--- src/rtl/alu_input_ctrl_pkg.sv ---
// Shared definitions for the ALU board input front-end: mode encodings and debounce defaults.
package alu_input_ctrl_pkg;

    localparam logic ST_SHOW_OPER = 1'b0;
    localparam logic ST_SHOW_RES  = 1'b1;

    localparam int unsigned DB_COUNT_DEFAULT = 1_000_000;
    localparam int unsigned CNT_W_DEFAULT    = 20;

    typedef enum logic {
        StShowOper = ST_SHOW_OPER,
        StShowRes  = ST_SHOW_RES
    } mode_e;

    typedef struct packed {
        logic [3:0] num1;
        logic [3:0] num2;
        logic [7:0] control;
    } operands_t;

endpackage

--- src/rtl/btn_debounce.sv ---
// One push button: two-flop synchroniser, stability counter and registered rising-edge strobe.
module btn_debounce
    import alu_input_ctrl_pkg::*;
#(
    parameter int unsigned DB_COUNT = DB_COUNT_DEFAULT,
    parameter int unsigned CNT_W    = CNT_W_DEFAULT
) (
    input  logic clk_i,
    input  logic rst_i,
    input  logic btn_i,
    output logic pulse_o
);

    logic             sync1_q, sync1_d;
    logic             sync2_q, sync2_d;
    logic             stable_q, stable_d;
    logic             stable_dly_q, stable_dly_d;
    logic             pulse_q, pulse_d;
    logic [CNT_W-1:0] cnt_q, cnt_d;

    always_comb begin
        sync1_d      = btn_i;
        sync2_d      = sync1_q;
        stable_d     = stable_q;
        cnt_d        = cnt_q;
        // Any return to the accepted level restarts the count, so short glitches are dropped.
        if (sync2_q == stable_q) begin
            cnt_d = '0;
        end else if (cnt_q == CNT_W'(DB_COUNT - 1)) begin
            stable_d = sync2_q;
            cnt_d    = '0;
        end else begin
            cnt_d = cnt_q + 1'b1;
        end
        stable_dly_d = stable_q;
        pulse_d      = stable_q & ~stable_dly_q;
    end

    always_ff @(posedge clk_i or posedge rst_i) begin
        if (rst_i) begin
            sync1_q      <= 1'b0;
            sync2_q      <= 1'b0;
            stable_q     <= 1'b0;
            stable_dly_q <= 1'b0;
            pulse_q      <= 1'b0;
            cnt_q        <= '0;
        end else begin
            sync1_q      <= sync1_d;
            sync2_q      <= sync2_d;
            stable_q     <= stable_d;
            stable_dly_q <= stable_dly_d;
            pulse_q      <= pulse_d;
            cnt_q        <= cnt_d;
        end
    end

    assign pulse_o = pulse_q;

endmodule

--- src/rtl/alu_input_ctrl.sv ---
// Front-end for the ALU board: debounced button strobes drive the view FSM, the M bit and
// an operand snapshot that is shown while the result view is active.
module alu_input_ctrl
    import alu_input_ctrl_pkg::*;
#(
    parameter int unsigned DB_COUNT = DB_COUNT_DEFAULT,
    parameter int unsigned CNT_W    = CNT_W_DEFAULT
) (
    input  logic       CLK,
    input  logic       RST,
    input  logic       button1,
    input  logic       button2,
    input  logic       button3,
    input  logic       button4,
    input  logic [3:0] Num1_in,
    input  logic [3:0] Num2_in,
    input  logic [7:0] Control_in,
    output logic       isResult,
    output logic       M,
    output logic [3:0] Num1,
    output logic [3:0] Num2,
    output logic [7:0] Control,
    output logic [3:0] btn_pulse
);

    logic [3:0] btn_raw;
    mode_e      state_q, state_d;
    logic       m_q, m_d;
    operands_t  snap_q, snap_d;

    assign btn_raw = {button4, button3, button2, button1};

    for (genvar i = 0; i < 4; i++) begin : g_btn
        btn_debounce #(
            .DB_COUNT(DB_COUNT),
            .CNT_W   (CNT_W)
        ) u_db (
            .clk_i  (CLK),
            .rst_i  (RST),
            .btn_i  (btn_raw[i]),
            .pulse_o(btn_pulse[i])
        );
    end

    always_comb begin
        state_d = state_q;
        snap_d  = snap_q;
        m_d     = m_q;
        // A result request wins over an operand request and always refreshes the snapshot.
        if (btn_pulse[0]) begin
            state_d = StShowRes;
            snap_d  = {Num1_in, Num2_in, Control_in};
        end else if (btn_pulse[1] && state_q == StShowRes) begin
            state_d = StShowOper;
        end
        if (btn_pulse[2]) begin
            m_d = 1'b1;
        end else if (btn_pulse[3]) begin
            m_d = 1'b0;
        end
    end

    always_ff @(posedge CLK or posedge RST) begin
        if (RST) begin
            state_q <= StShowOper;
            m_q     <= 1'b0;
            snap_q  <= '0;
        end else begin
            state_q <= state_d;
            m_q     <= m_d;
            snap_q  <= snap_d;
        end
    end

    assign isResult = (state_q == StShowRes);
    assign M        = m_q;
    assign Num1     = isResult ? snap_q.num1    : Num1_in;
    assign Num2     = isResult ? snap_q.num2    : Num2_in;
    assign Control  = isResult ? snap_q.control : Control_in;

endmodule

--- config.mk ---
export PLATFORM = sky130hd
export DESIGN_NAME = alu_input_ctrl
export DESIGN_NICKNAME = d
export VERILOG_FILES = /design/src/rtl/alu_input_ctrl_pkg.sv /design/src/rtl/btn_debounce.sv /design/src/rtl/alu_input_ctrl.sv
export SDC_FILE = /design/constraint.sdc
export NUM_CORES = 1
export LEC_CHECK = 0
export ABC_AREA = 1
export BUFFER_PORTS_ARGS = -buffer_cell sky130_fd_sc_hd__buf_2
export CAP_MARGIN = 20
export CORE_MARGIN = 4
export CORE_UTILIZATION = 45
export CTS_CLUSTER_DIAMETER = 60
export CTS_CLUSTER_SIZE = 14
export DETAILED_ROUTE_END_ITERATION = 7
export PLACE_DENSITY = 0.63
export SLEW_MARGIN = 30
export SYNTH_ARGS = -nofsm -noshare
export SYNTH_HDL_FRONTEND = slang
export SYNTH_SLANG_ARGS = --single-unit
--- constraint.sdc ---
create_clock -name CLK -period 3.52 [get_ports CLK]
set_input_delay 0.176 -clock CLK [delete_from_list [all_inputs] [get_ports CLK]]
set_output_delay 0.176 -clock CLK [all_outputs]
set_load 0.02 [all_outputs]
==> results.cfg <==
[clock_tree]
cts_htree_levels = 4
path_clk_slew_ns = 0.06
post_cts.repair.setup_buffers = 0
clk_latency_ns = 0.42
cts.sinks = 118
cts_buffers = 17
cts-root-buf = clkbuf_16
cts-hold-fix-buffers = 13
clockBufferDepth = 2
cts_resized = 0
cts_tree = built

[cells_and_area]
nets = 861
antenna_cells = 0
fillers = 1274
drive_above_1_share_pct = 15.45
syn2layout_area_growth_pct = 18.19
multi_input_area_um2 = 2749
seqCellArea_um2 = 2953

[worst_setup_path]
cp-startpoint = isResult
start_kind = register
ff2ff_path_depth = 2
r2r-end = isResult
crit_fanout = 19
crit_path_end = Control[2]
path_class = reg -> out
arrival_ns = 2.30
rr_startpoint = isResult
cp.required_ns = 3.34
regToRegSetupSlack_ns = 1.87
end_kind = primary output

[power_and_ir_drop]
finalPower_mw = 3.186
power.density_nw_per_um2 = 442.4
leakagePower_nw = 3.211
vdd.ir_drop.worst_v = 0.0004027

[global_routing]
grt_pass1_wl_mm = 22.16
grt_max_degree = 71
grt_util_all_layers_pct = 17.28
overflow = 0
antenna_found_initial = 0
grt_pass1_vias = 4833

[synthesis]
synth_top_area_cell = dfrtp_1
syn_area_per_cell_um2 = 7.944
synth.top_cell.area_share_pct = 48.46
ys_seq_elements = 118
netlist_top_cells_area = dfrtp_1 48%, nor2_1 10%, nand2_1 8.6%
synth_most_common_cell = nor2_1
async_flop_share_pct = 100.0
yosys_warnings = 0
synth.net_count = 793
postSynthCellCount = 767
synth-edff-count = 0
synth_flop_cell = dfrtp_1
syn_area_um2 = 6093
yosysSeqAreaShare_pct = 48.46
synthTopCellsByCount = 167 x nor2_1, 140 x nand2_1, 118 x dfrtp_1, 83 x inv_1, 73 x nand3_1
ys_types = 31

[floorplanning]
dieHeight_um = 124.4
die_x_um = 124.4
ios = 44
rows = 42
core_area_um2 = 13240
dieArea_um2 = 15470
initial_core_util_pct = 46.01

[timing]
relSlewSlack_pct = 43.39
finalHoldViolCount = 0
maxSlewViolCount = 0
rsz0062_at_grt = false
worstMarginPinSlew_ns = 0.8491
fmax_ghz = 0.4045
tns_ns = 0
holdWs_ns = 0.01354
skew_ns = 0.01068
fin_crit_sh_pct = 70.24
layout_min_cycle_time_ns = 2.472
setup_viol = 0

[place]
gp_congestion = 0.9009
io_buffers = 43
dp_hpwl_mm = 9.213

[routing]
routedWlPerCell_um = 12.53
first_pass_iters = 4
vias_per_cell = 4.816
num_vias = 4932
antenna_left = 0
drt_iter0_markers = 287
drt-met1-wl_mm = 6.102
route.met2.wl_mm = 5.994
wirelength_mm = 12.83
drc = 0
wl_met3_um = 512
highest_layer = met4

[worst_hold_path]
hold_start = Control_in[2]
min_path_type = in -> reg

[outcome]
status = complete, no violations

[flow_run]
max_cap_viol_count = 0
how the worst min path moves through the flow:
stage | endpoint | slack [ns] | depth (start not counted)
after global placement | g_btn[1].u_db.sync1_q | 0.28 | 1
after floorplan | g_btn[0].u_db.sync1_q | 0.21 | 0
final | snap_q[2] | 0.01 | 3
after CTS | snap_q[2] | 0.01 | 3
after detailed placement | g_btn[0].u_db.sync1_q | 0.29 | 1
after global routing | snap_q[2] | 0.04 | 3
per-stage QoR:
stage / worst slack (ns) / area, um2 / util, % / cells
4_1_cts: 0.9793 / 7202 / 54.38 / 1024
6_report: 1.048 / 7202 / 54.38 / 1024
3_5_place_dp: 1.456 / 6496 / 49.06 / 979
3_3_place_gp: 1.501 / 6496 / 49.06 / 979
5_1_grt: 0.8555 / 7202 / 54.38 / 1024
2_1_floorplan: 0.2149 / 6093 / - / 767
metal layers:
layer / up-vias / track usage [%]
li1: 2551 / -
met1: 2277 / 23.11
met2: 84 / 27.00
met3: 20 / 4.545
met4: 0 / 6.576
met5: - / 0
critical path, stage by stage (launching register included):
cell and delay [ns]:
dfrtp_1 0.58, clkinv_1 0.63, o21ai_0 0.44, buf_2 0.23
cells in the final DEF (no fill, tap or decap), types with 12 or more instances in the layout:
master         instances
buf_2                 43
clkbuf_16             17
dfrtp_1              118
dlygate4sd3_1         13
inv_1                 82
nand2_1              140
nand2_2               12
nand3_1               73
nor2_1               167
nor2_2                15
nor3_1                12
o21ai_0               36
xor2_1                27
cell families after synthesis:
logic type / after synthesis / share of synthesized area, %
fa+ha+maj: 4 / 0.8214
flops: 118 / 48.46
xor+xnor: 42 / 6.530
simple gates: 450 / 33.16
buf+inv: 100 / 6.427
compound gates: 53 / 4.599
registers in the layout, indices dropped and copies added (netlist names):
| signal | count |
|---|---|
| g_btn.u_db.sync1_q | 4 |
| snap_q | 16 |
| g_btn.u_db.stable_dly_q | 4 |
| g_btn.u_db.stable_dly_d | 4 |
| g_btn.u_db.cnt_q | 80 |
| g_btn.u_db.sync2_q | 4 |
| g_btn.u_db.pulse_o | 4 |
| M | 1 |
| isResult | 1 |
final cells by class:
class | count | share of cell area (%)
Clock inverter | 13 | 1.842
Timing Repair Buffer | 58 | 5.003
Clock buffer | 19 | 6.150
Inverter | 91 | 4.778
Tap cell | 176 | 3.058
Sequential cell | 118 | 41.00
Multi-Input combinational cell | 549 | 38.17
power breakdown:
part | internal (mW) | total [mW] | switching, mW | leakage [nW]
registers | 1.37 | 1.38 | 0.0112 | 1.54
logic | 0.0447 | 0.128 | 0.0837 | 1.40
clock network | 1.05 | 1.67 | 0.621 | 0.275
total | 2.47 | 3.19 | 0.716 | 3.21
No activity file was read; power rests on OpenSTA's default activity.
